$ cat src/rtl/memory_pkg.sv
// Shared types and helpers for the SRAM controller slice.
package memory_pkg;

  typedef enum logic [1:0] {
    INIT,
    IDLE,
    RD_WAIT,
    RESP
  } state_t;

  localparam int unsigned MAX_RD_LATENCY = 4;

  // Even parity: the stored bit makes the total count of ones in lane+bit even.
  function automatic logic byte_parity(input logic [7:0] b);
    return ^b;
  endfunction

endpackage

$ cat src/rtl/memory_array.sv
// Byte-lane write-enabled storage with a registered read port.
// Optional per-lane parity columns when MEM_PARITY_EN is defined.
module memory_array
  import memory_pkg::*;
#(
  parameter int unsigned DEPTH      = 64,
  parameter int unsigned WIDTH      = 16,
  parameter int unsigned ADDR_WIDTH = $clog2(DEPTH),
  parameter int unsigned NB         = WIDTH / 8
) (
  input  logic                  clk,
  input  logic                  rst,
  input  logic                  we,
  input  logic                  re,
  input  logic [ADDR_WIDTH-1:0] addr,
  input  logic [WIDTH-1:0]      wdata,
  input  logic [NB-1:0]         wstrb,
  output logic [WIDTH-1:0]      rdata,
  output logic                  perr
);

  logic [WIDTH-1:0] mem [DEPTH];

  // Update only the lanes whose strobe is set.
  always_ff @(posedge clk) begin
    if (we) begin
      for (int unsigned k = 0; k < NB; k++) begin
        if (wstrb[k]) mem[addr][8*k +: 8] <= wdata[8*k +: 8];
      end
    end
  end

  // Registered read; holds its value until the next read.
  always_ff @(posedge clk or negedge rst) begin
    if (!rst)    rdata <= '0;
    else if (re) rdata <= mem[addr];
  end

`ifdef MEM_PARITY_EN
  logic [NB-1:0] par [DEPTH];
  logic [NB-1:0] rd_mismatch;

  // Parity bit for each lane is written together with its lane.
  always_ff @(posedge clk) begin
    if (we) begin
      for (int unsigned k = 0; k < NB; k++) begin
        if (wstrb[k]) par[addr][k] <= byte_parity(wdata[8*k +: 8]);
      end
    end
  end

  // Per-lane comparison of stored parity against the stored data.
  always_comb begin
    rd_mismatch = '0;
    for (int unsigned k = 0; k < NB; k++) begin
      rd_mismatch[k] = par[addr][k] ^ byte_parity(mem[addr][8*k +: 8]);
    end
  end

  // Parity error is registered alongside the read data.
  always_ff @(posedge clk or negedge rst) begin
    if (!rst)    perr <= 1'b0;
    else if (re) perr <= |rd_mismatch;
  end
`else
  assign perr = 1'b0;
`endif

endmodule

$ cat src/rtl/memory_ctrl.sv
// Single-port SRAM controller: valid/ready requests, rvalid/rready responses,
// zero-fill init sweep, range check and configurable read latency.
// Define MEM_PARITY_EN to enable per-lane parity checking on reads.
module memory_ctrl
  import memory_pkg::*;
#(
  parameter int unsigned DEPTH      = 64,
  parameter int unsigned WIDTH      = 16,
  parameter int unsigned RD_LATENCY = 1,
  parameter int unsigned ADDR_WIDTH = $clog2(DEPTH),
  parameter int unsigned NB         = WIDTH / 8
) (
  input  logic                  clk,
  input  logic                  rst,
  input  logic [ADDR_WIDTH-1:0] addr,
  input  logic                  wr_rd,
  input  logic [WIDTH-1:0]      wdata,
  input  logic [NB-1:0]         wstrb,
  input  logic                  valid,
  output logic                  ready,
  output logic [WIDTH-1:0]      rdata,
  output logic                  rvalid,
  input  logic                  rready,
  output logic                  err
);

  localparam int unsigned           LAT_W    = $clog2(MAX_RD_LATENCY);
  localparam logic [LAT_W-1:0]      LAT_LOAD = LAT_W'(RD_LATENCY - 1);
  localparam logic [ADDR_WIDTH-1:0] LAST     = ADDR_WIDTH'(DEPTH - 1);

  state_t                  state;
  logic [ADDR_WIDTH-1:0]   sweep;
  logic [LAT_W-1:0]        lat_cnt;
  logic                    in_range;
  logic                    accept;
  logic                    arr_we;
  logic                    arr_re;
  logic [ADDR_WIDTH-1:0]   arr_addr;
  logic [WIDTH-1:0]        arr_wdata;
  logic [NB-1:0]           arr_wstrb;
  logic [WIDTH-1:0]        arr_rdata;
  logic                    arr_perr;

  // Range check and request acceptance.
  always_comb begin
    in_range = 32'(addr) < DEPTH;
    accept   = (state == IDLE) && valid && ready;
  end

  // Array port steering: the init sweep owns the port, otherwise accepted in-range requests.
  always_comb begin
    arr_we    = 1'b0;
    arr_re    = 1'b0;
    arr_addr  = addr;
    arr_wdata = wdata;
    arr_wstrb = wstrb;
    if (state == INIT) begin
      arr_we    = 1'b1;
      arr_addr  = sweep;
      arr_wdata = '0;
      arr_wstrb = '1;
    end else if (accept && in_range) begin
      arr_we = wr_rd;
      arr_re = !wr_rd;
    end
  end

  memory_array #(
    .DEPTH      (DEPTH),
    .WIDTH      (WIDTH),
    .ADDR_WIDTH (ADDR_WIDTH),
    .NB         (NB)
  ) u_array (
    .clk   (clk),
    .rst   (rst),
    .we    (arr_we),
    .re    (arr_re),
    .addr  (arr_addr),
    .wdata (arr_wdata),
    .wstrb (arr_wstrb),
    .rdata (arr_rdata),
    .perr  (arr_perr)
  );

  // Controller FSM with registered handshake and response outputs.
  always_ff @(posedge clk or negedge rst) begin
    if (!rst) begin
      state   <= INIT;
      sweep   <= '0;
      lat_cnt <= '0;
      ready   <= 1'b0;
      rvalid  <= 1'b0;
      rdata   <= '0;
      err     <= 1'b0;
    end else begin
      case (state)
        INIT: begin
          sweep <= sweep + 1'b1;
          if (sweep == LAST) begin
            state <= IDLE;
            ready <= 1'b1;
          end
        end
        IDLE: begin
          if (accept) begin
            ready <= 1'b0;
            if (!in_range || wr_rd) begin
              state  <= RESP;
              rvalid <= 1'b1;
              err    <= !in_range;
              rdata  <= '0;
            end else begin
              state   <= RD_WAIT;
              lat_cnt <= LAT_LOAD;
            end
          end
        end
        RD_WAIT: begin
          if (lat_cnt == '0) begin
            state  <= RESP;
            rvalid <= 1'b1;
            rdata  <= arr_rdata;
            err    <= arr_perr;
          end else begin
            lat_cnt <= lat_cnt - 1'b1;
          end
        end
        RESP: begin
          if (rready) begin
            state  <= IDLE;
            rvalid <= 1'b0;
            err    <= 1'b0;
            rdata  <= '0;
            ready  <= 1'b1;
          end
        end
        default: begin
          state <= INIT;
          sweep <= '0;
          ready <= 1'b0;
        end
      endcase
    end
  end

endmodule

$ cat config.mk
export PLATFORM = sky130hd
export DESIGN_NAME = memory_ctrl
export DESIGN_NICKNAME = d
export VERILOG_FILES = /design/src/rtl/memory_pkg.sv /design/src/rtl/memory_array.sv /design/src/rtl/memory_ctrl.sv
export SDC_FILE = /design/constraint.sdc
export NUM_CORES = 1
export LEC_CHECK = 0
export ABC_AREA = 1
export CAP_MARGIN = 20
export CELL_PAD_IN_SITES_DETAIL_PLACEMENT = 1
export CELL_PAD_IN_SITES_GLOBAL_PLACEMENT = 1
export CORE_UTILIZATION = 40
export CTS_BUF_LIST = sky130_fd_sc_hd__clkbuf_4
export CTS_CLUSTER_SIZE = 12
export DETAILED_ROUTE_END_ITERATION = 7
export HOLD_SLACK_MARGIN = 0.1
export PLACE_DENSITY = 0.7
export SLEW_MARGIN = 20
export SYNTH_ARGS = -nofsm -noshare
export SYNTH_HDL_FRONTEND = slang
export SYNTH_HIERARCHICAL = 1
export SYNTH_SLANG_ARGS = --single-unit
$ cat constraint.sdc
create_clock -name clk -period 3.6 [get_ports clk]
set_clock_uncertainty 0.15 [all_clocks]
set_input_delay 0.72 -clock clk [delete_from_list [all_inputs] [get_ports clk]]
set_output_delay 0.72 -clock clk [all_outputs]
set_load 0.05 [all_outputs]
==> impl_metrics.py, run 1 <==
metrics = {
    "sta": {
        "max_slew.worst_pin.slew_ns": 0.723,
        "setup_tns_ns": 0,
        "max_freq_mhz": 290,
        "min_period_ns": 3.45,
        "report.final.setup_viol": 0,
        "rsz0062_at_grt": "false",
        "relSlewSlack": 0.517,
        "slew_viol_final": 0,
        "period_share": 0.957,
        "fin_hold_ws_ns": 0.322,
        "hold_viol_final": 0,
    },
    "routing": {
        "antenna_left": 0,
        "drt_drc_violations_left": 0,
        "vias": 34000,
        "drt_iter0_markers": 2736,
        "totalWireLength_um": 141000,
        "drt_pass1_iterations": 5,
        "wl_per_cell_um": 21.0,
        "avgViaCountPerCell": 5.06,
    },
    "run": {
        "drv_cap": 0,
    },
    "die": {
        "die_h_um": 341,
        "die_area_um2": 116000,
        "floorplan.rows": 124,
        "core_area_um2": 114000,
        "initial_core_util": 0.403,
        "ios": 48,
        "dieWidth_um": 341,
    },
    "layout": {
        "seqCellArea_um2": 31900,
        "fin_nets": 5047,
        "synthToLayoutAreaGrowth_pct": 16.9,
        "fillerInstances": 12900,
        "layoutNonFillerInstCount": 6712,
        "multiInputGateArea_um2": 12900,
        "drive_above_1_share": 0.158,
    },
    "clock_network": {
        "insertion_delay_ns": 1.17,
        "clock-root-buffer": "clkbuf_4",
        "cts_max_level": 5,
        "clkTransAtPathRegs_ns": 0.07,
        "clock-sinks": 1069,
        "cts_tree": "built",
        "cts_made_buffers": 298,
        "cts_buffer_depth": 4,
    },
    "synth": {
        "yosys.cell_types.count": 36,
        "synth_area_um2": 46000,
        "yosys_most_used_dff": "edfxtp_1",
        "synth_top_area_cell": "edfxtp_1",
        "syn_nets": 4655,
        "synth.area.top_cells": "edfxtp_1, nand2_1, dfrtp_1",
        "synth.avg_cell_area_um2": 9.96,
        "synthArstFlopShare": 0.0421,
        "synth_edf_count": 1024,
        "synthCells": 4620,
        "yosysMostFrequentCell": "nand2_1",
        "yosys_warnings": 6,
        "synth.top_cell.area_share": 0.668,
        "ys_ff_latch": 1069,
        "ys_seq_area_frac": 0.692,
        "synthTopCellsByCount": "nand2_1, edfxtp_1, clkbuf_1",
    },
    "grt": {
        "antenna_found_initial": 3,
        "grt_first_pass_wirelength_um": 214000,
        "grt_pass1_vias": 35700,
        "track_usage": 0.243,
        "grt_max_degree": 75,
        "overflow": 0,
    },
    "place": {
        "gp_congestion": 0.829,
        "placed_cells": 6215,
        "io_buffers": 47,
        "dp_hpwl_um": 86100,
    },
    "power": {
        "p_leak_nw": 21.3,
        "power_density_nw_per_um2": 445,
        "irDropWorstVdd_mv": 0.303,
    },
    "outcome": {
        "status": "complete, no violations",
    },
    "min_path": {
        "hold_path_class": "in2reg",
    },
    "worst_setup_path": {
        "critPathArrivalTime_ns": 4.14,
        "worstPathMaxFanout": 16,
        "cp.required_ns": 4.29,
        "cp-end-kind": "flop",
        "crit_path_start_kind": "flop",
        "crit_type": "reg2reg",
    },
}
==> metrics by stage <==
stage               power [mW]  area [um2]  utilization  worst slack (ns)
global placement          13.8       50300        0.440           -0.0738
detailed placement        13.8       50300        0.440           -0.0800
global route              24.9       53800        0.471            0.0454
finish                    24.0       53800        0.471             0.153
floorplan                 13.7       46000            -            0.0898
CTS                       24.3       53800        0.471            0.0451
==> what timing repair did <==
item,in CTS,in global routing
gates resized for setup,1,2
setup endpoints to repair,16,16
hold buffers,7,0
cloned,0,0
hold endpoints to repair,73,0
setup buffers,2,0
pin swaps,1,0
==> routing by layer <==
metal / track usage / routed length (um)
met5: 0 / 8
met4: 0.0795 / 3090
met3: 0.0480 / 8030
met2: 0.400 / 67700
met1: 0.323 / 62000
==> state kept, by name, summed over array words and instances, names as in the netlist <==
name	cells
err	1
lat_cnt	2
rdata	16
ready	1
rvalid	1
state	2
sweep	6
u_array/mem	1024
u_array/rdata	16
==> power breakdown <==
part / leakage [nW] / internal [mW] / switching, mW
clock network: 2.08 / 5.43 / 4.97
registers: 8.28 / 13.4 / 0.00689
logic: 10.9 / 0.0561 / 0.0762
==> logic make-up after synthesis <==
group                    after synthesis  synth area share
AND/OR/NAND/NOR                     3149             0.266
flip-flops                          1069             0.692
buffers and inverters                342            0.0315
AO/OA/AOI/OAI                         49           0.00715
adder cells (fa/ha/maj)                6           0.00163
XOR/XNOR                               4          0.000761
other                                  1         0.0000815
==> layout by cell type (no fill, tap or decap), types with 7 or more instances in the layout <==
cell type | netlist | final
a21oi_1 | 8 | 8
buf_12 | 0 | 53
buf_4 | 5 | 229
clkbuf_4 | 0 | 416
clkdlybuf4s50_1 | 0 | 46
clkinv_1 | 2 | 55
clkinv_2 | 1 | 7
dfrtp_1 | 45 | 45
dlygate4sd3_1 | 0 | 7
edfxtp_1 | 1024 | 1024
inv_1 | 80 | 80
inv_2 | 12 | 15
nand2_1 | 2887 | 2884
nand3_1 | 30 | 30
nor2_1 | 59 | 43
nor2_4 | 0 | 16
nor3_1 | 119 | 115
nor3_2 | 12 | 16
nor3_4 | 7 | 7
o21ai_1 | 6 | 9
o21ai_2 | 19 | 19
or2_2 | 18 | 18
==> final cells by class <==
class                           count  share of cell area
Sequential cell                  1069               0.592
Multi-Input combinational cell   3209               0.239
Timing Repair Buffer              336              0.0616
Clock buffer                      416              0.0580
Tap cell                         1512              0.0352
Inverter                           98             0.00732
Clock inverter                     68             0.00595
Antenna cell                        4            0.000186
==> worst max-delay path, cell delays in order (launching register included) <==
cell	delay, ns
dfrtp_1	0.42
inv_1	0.10
ha_2	0.22
clkinv_2	0.20
o21ai_1	0.61
inv_4	0.15
nor3_4	0.34
inv_2	0.32
nor3_1	0.33
buf_4	0.25
==> final timing paths <==
| check | startpoint | end | slack (ns) | depth (start not counted) |
|---|---|---|---|---|
| min reg2reg | rdata[8] | rdata[8] | 0.33 | 2 |
| max | state[1] | u_array/mem[61][13] | 0.15 | 9 |
| max reg2reg | state[1] | u_array/mem[61][13] | 0.15 | 9 |
| min in group asynchronous | rst | sweep[4] | 0.61 | 4 |
| max in group asynchronous | rst | u_array/rdata[10] | 1.69 | 4 |
| min | valid | state[1] | 0.32 | 5 |
(Power assumes the default switching activity.)
==> inputs of run 2 (changes only) <==
--- a/config.mk
+++ b/config.mk
@@ -15,6 +15,7 @@
 export DETAILED_ROUTE_END_ITERATION = 7
 export HOLD_SLACK_MARGIN = 0.1
 export PLACE_DENSITY = 0.7
+export REMOVE_ABC_BUFFERS = 1
 export SLEW_MARGIN = 20
 export SYNTH_ARGS = -nofsm -noshare
 export SYNTH_HDL_FRONTEND = slang
==> impl_metrics.py, run 2 (synthesis results as in run 1) <==
metrics = {
    "clock_network": {
        "insertion_delay_ns": 1.21,
        "clock-sinks": 1069,
        "cts_buffer_depth": 4,
        "clock-root-buffer": "clkbuf_4",
        "cts_tree": "built",
        "cts_max_level": 5,
        "clkTransAtPathRegs_ns": 0.06,
        "cts_made_buffers": 305,
    },
    "layout": {
        "fin_nets": 5054,
        "drive_above_1_share": 0.167,
        "fillerInstances": 12900,
        "regMostFlops": "u_array/mem",
        "largest_register_ff_count": 1024,
        "seqCellArea_um2": 31900,
        "final_cell_mix": "nand2_1, edfxtp_1, clkbuf_4",
        "multiInputGateArea_um2": 12900,
        "layout_commonest_cell": "nand2_1",
        "fin_area_um2": 54000,
        "synthToLayoutAreaGrowth_pct": 17.4,
        "fin_util": 0.473,
        "layout_top_registers": "u_array/mem (1024), rdata (16), u_array/rdata (16)",
    },
    "routing": {
        "drt_drc_violations_left": 0,
        "totalWireLength_um": 141000,
        "avgViaCountPerCell": 5.05,
        "drt_iter0_markers": 2518,
        "wl_per_cell_um": 20.9,
        "drt_pass1_iterations": 5,
        "vias": 34100,
        "antenna_left": 0,
    },
    "grt": {
        "grt_pass1_vias": 36500,
        "track_usage": 0.243,
        "grt_first_pass_wirelength_um": 215000,
        "grt_max_degree": 112,
        "overflow": 0,
        "antenna_found_initial": 3,
    },
    "min_path": {
        "min_to": "u_array/mem[51][10]",
        "hold_path_class": "in2reg",
        "holdPathStages": 4,
        "min_from": "wdata[10]",
    },
    "power": {
        "power_density_nw_per_um2": 457,
        "irDropWorstVdd_mv": 0.354,
        "power.total_mw": 24.7,
        "p_leak_nw": 21.5,
    },
    "worst_setup_path": {
        "r2r-end": "u_array/mem[61][13]",
        "worstPathMaxFanout": 16,
        "path_cells": "inv_1 > ha_2 > inv_4 > o21ai_2 > inv_4 > nor3_4 > inv_2 > nor3_1 > buf_4",
        "crit_type": "reg2reg",
        "cpPeakStageDelay_ns": 0.52,
        "crit_top_cell": "inv_4",
        "r2r_setup_slack_ns": 0.18,
        "cp.required_ns": 4.29,
        "crit_path_start_kind": "flop",
        "ff2ff_path_depth": 9,
        "cp_slowest_cell": "nor3_1",
        "reg2reg_from": "state[0]",
        "cp-end-kind": "flop",
        "critPathArrivalTime_ns": 4.11,
    },
    "die": {
        "ios": 48,
        "floorplan.rows": 124,
        "dieWidth_um": 341,
        "core_area_um2": 114000,
        "die_area_um2": 116000,
        "initial_core_util": 0.403,
        "die_h_um": 341,
    },
    "sta": {
        "period_share": 0.950,
        "rsz0062_at_grt": "false",
        "max_freq_mhz": 292,
        "max_slew.worst_pin.slew_ns": 0.866,
        "hold_viol_final": 0,
        "slew_viol_final": 0,
        "relSlewSlack": 0.423,
        "report.final.setup_viol": 0,
        "min_period_ns": 3.42,
    },
    "run": {
        "drv_cap": 0,
    },
    "place": {
        "io_buffers": 47,
        "gp_congestion": 0.832,
        "placed_area_um2": 50100,
        "dp_hpwl_um": 85200,
    },
    "outcome": {
        "status": "complete, no violations",
    },
}
==> run 2: power by group <==
group	internal (mW)	leakage, nW	switching (mW)
logic	0.0567	10.9	0.0775
clock network	6.03	2.28	5.10
registers	13.4	8.28	0.00668
==> run 2: how the worst max path moves through the flow <==
stage | from | to
final | state[0] | u_array/mem[61][13]
after detailed placement | state[0] | u_array/rdata[7]
after global placement | addr[0] | u_array/rdata[7]
after CTS | state[0] | u_array/rdata[7]
after global routing | state[1] | u_array/rdata[3]
after floorplan | state[0] | u_array/rdata[15]
==> run 2: repair_timing <==
action	in CTS	in global routing
hold endpoints to repair	54	0
hold buffers	5	0
setup buffers	2	0
cloned	0	1
resized for setup	1	5
pin swaps	1	1
setup endpoints to repair	11	11
==> run 2: through the flow <==
stage | hold WS (ns) | cells | TNS, ns | setup slack [ns]
floorplan | 0.274 | 4376 | - | -60.18
global placement | 0.316 | 6216 | -1.16 | -0.129
detailed placement | 0.321 | 6216 | -0.750 | -0.106
CTS | 0.222 | 6736 | 0 | 0.0130
global route | 0.218 | 6749 | 0 | 0.101
finish | 0.319 | 6750 | 0 | 0.179
==> run 2: cell type report <==
cell class / instances / area share
Multi-Input combinational cell: 3209 / 0.238
Tap cell: 1512 / 0.0350
Inverter: 98 / 0.00732
Sequential cell: 1069 / 0.590
Clock inverter: 50 / 0.00502
Antenna cell: 13 / 0.000602
Timing Repair Buffer: 336 / 0.0596
Clock buffer: 463 / 0.0643
==> run 2: critical path, delay by kind of cell (launching register included) <==
family          cells  cell delay, ns
compound gates      1            0.37
flops               1            0.42
simple gates        2            0.89
buf+inv             5            0.95
fa+ha+maj           1            0.29
==> run 2: per-layer routing <==
metal  share of wire  routed length [um]  global-route usage
met1            0.43               60900               0.310
met5               0                   0                   0
met4           0.032                4590               0.100
met2            0.50               70000               0.412
met3           0.042                5900              0.0378
==> inputs of run 3 (changes only) <==
--- a/config.mk
+++ b/config.mk
@@ -14,7 +14,7 @@
 export CTS_CLUSTER_SIZE = 12
 export DETAILED_ROUTE_END_ITERATION = 7
 export HOLD_SLACK_MARGIN = 0.1
-export PLACE_DENSITY = 0.7
+export PLACE_DENSITY = 0.74
 export REMOVE_ABC_BUFFERS = 1
 export SLEW_MARGIN = 20
 export SYNTH_ARGS = -nofsm -noshare
==> impl_metrics.py, run 3 (synthesis results as in run 1) <==
metrics = {
    "die": {
        "die_area_um2": 116000,
        "die_h_um": 341,
        "ios": 48,
        "floorplan.rows": 124,
        "core_area_um2": 114000,
        "initial_core_util": 0.403,
        "dieWidth_um": 341,
    },
    "sta": {
        "rsz0062_at_grt": "false",
        "max_freq_mhz": 294,
        "period_share": 0.946,
        "setup_tns_ns": 0,
        "report.final.setup_viol": 0,
        "slew_viol_final": 0,
        "min_period_ns": 3.40,
        "max_slew.worst_pin.slew_ns": 0.848,
        "setup_slack_ns": 0.196,
        "relSlewSlack": 0.435,
        "hold_viol_final": 0,
    },
    "power": {
        "switching_power_mw": 5.19,
        "comb_power_share": 0.005,
        "netSwitchingFraction": 0.212,
        "power_density_nw_per_um2": 454,
        "irDropWorstVdd_mv": 0.222,
        "p_int_mw": 19.3,
        "seq_power_share": 0.549,
        "p_leak_nw": 21.4,
        "clkPwrFrac": 0.445,
    },
    "clock_network": {
        "insertion_delay_ns": 1.20,
        "cts_tree": "built",
        "clkTransAtPathRegs_ns": 0.06,
        "cts_buffer_depth": 4,
        "clock-sinks": 1069,
        "cts_max_level": 5,
        "clock-root-buffer": "clkbuf_4",
        "cts_made_buffers": 302,
    },
    "layout": {
        "regMostFlops": "u_array/mem",
        "fillerInstances": 12900,
        "largest_register_ff_count": 1024,
        "layout_top_registers": "u_array/mem (1024), rdata (16), u_array/rdata (16)",
        "layout_commonest_cell": "nand2_1",
        "drive_above_1_share": 0.161,
        "fin_nets": 5040,
        "layoutNonFillerInstCount": 6728,
        "synthToLayoutAreaGrowth_pct": 17.1,
        "final_cell_mix": "nand2_1, edfxtp_1, clkbuf_4",
    },
    "worst_setup_path": {
        "crit_type": "reg2reg",
        "ff2ff_path_depth": 15,
        "cp-end-kind": "flop",
        "reg2reg_from": "state[0]",
        "worstPathMaxFanout": 40,
        "critPathArrivalTime_ns": 4.30,
        "r2r-end": "u_array/rdata[0]",
        "crit_path_start_kind": "flop",
        "r2r_setup_slack_ns": 0.20,
        "cp.required_ns": 4.49,
    },
    "routing": {
        "drt_drc_violations_left": 0,
        "avgViaCountPerCell": 5.14,
        "drt_iter0_markers": 2598,
        "totalWireLength_um": 142000,
        "antenna_left": 0,
        "drt_pass1_iterations": 5,
        "wl_per_cell_um": 21.1,
        "vias": 34600,
    },
    "min_path": {
        "min_from": "wdata[6]",
        "min_to": "u_array/mem[1][6]",
        "holdPathStages": 3,
        "hold_path_class": "in2reg",
    },
    "run": {
        "drv_cap": 0,
    },
    "place": {
        "placed_cells": 6208,
        "place_ws_ns": 0.0461,
        "dp_hpwl_um": 86300,
        "gp_congestion": 0.829,
        "io_buffers": 47,
    },
    "grt": {
        "antenna_found_initial": 7,
        "grt_pass1_vias": 37000,
        "overflow": 0,
        "grt_max_degree": 99,
        "grt_first_pass_wirelength_um": 216000,
        "track_usage": 0.245,
    },
    "outcome": {
        "status": "complete, no violations",
    },
}
==> run 3: cell types whose count changed in the layout (fill, tap and decap cells not counted), sizes merged <==
cell and change:
clkbuf -24, clkinv +19, inv -5, diode -3, buf -10, clkinvlp +1
==> run 3: area by class of cell <==
class	instances	area, um2	area share
clock buffers	440	3300	0.0613
multi-input cells	3209	12900	0.239
well taps	1512	1890	0.0351
repair buffers	325	3180	0.0589
diodes	10	25.0	0.000464
inverters	98	394	0.00731
clock inverters	65	347	0.00643
flip-flops and latches	1069	31900	0.592
==> run 3: power groups by stage <==
| stage | logic (mW) | clock network, mW | registers [mW] |
|---|---|---|---|
| floorplan | 0.0158 | 0 | 13.7 |
| detailed placement | 0.128 | 0 | 13.7 |
| global placement | 0.126 | 0 | 13.7 |
| finish | 0.131 | 10.9 | 13.4 |
| global route | 0.139 | 11.7 | 13.4 |
| CTS | 0.132 | 11.1 | 13.4 |
==> run 3: how the worst max path moves through the flow <==
| stage | startpoint | end | cells after the start |
|---|---|---|---|
| detailed placement | addr[0] | u_array/rdata[10] | 18 |
| finish | state[0] | u_array/rdata[0] | 15 |
| floorplan | state[0] | u_array/rdata[15] | 13 |
| CTS | state[0] | u_array/rdata[10] | 19 |
| global placement | addr[0] | u_array/rdata[5] | 18 |
| global route | state[0] | u_array/rdata[12] | 19 |
==> run 3: worst max-delay path, cell delays in order (launching register included) <==
cell and delay, ns:
dfrtp_1 0.42, inv_1 0.10, ha_2 0.19, clkinv_2 0.20, o21ai_4 0.54, inv_8 0.17, buf_12 0.24, buf_4 0.19
nand2_1 0.06, nand2_1 0.04, nand2_1 0.05, nand2_1 0.10, a21oi_1 0.50, nand3_1 0.15, nand2_1 0.08, inv_1 0.03
==> run 3: what timing repair did <==
item                                   4_1_cts  5_1_grt
endpoints found under the hold margin       47        0
hold buffers                                 4        0
setup endpoints to repair                    0        6
setup buffers                                0        1
gates resized for setup                      0        2
==> run 3: layer usage <==
metal	GRT usage	vias up	routed length, um
li1	-	15900	-
met1	0.311	17200	59300
met2	0.419	1122	70600
met3	0.0368	277	7940
met4	0.0993	0	4450
met5	0	-	0
==> run 3: stage by stage <==
stage | area (um2) | hold slack, ns | total power, mW | utilization
floorplan | 45000 | 0.274 | 13.7 | -
global placement | 50200 | 0.319 | 13.8 | 0.439
detailed placement | 50200 | 0.321 | 13.8 | 0.439
CTS | 53900 | 0.105 | 24.7 | 0.472
global route | 53900 | 0.125 | 25.2 | 0.472
finish | 53900 | 0.193 | 24.4 | 0.472
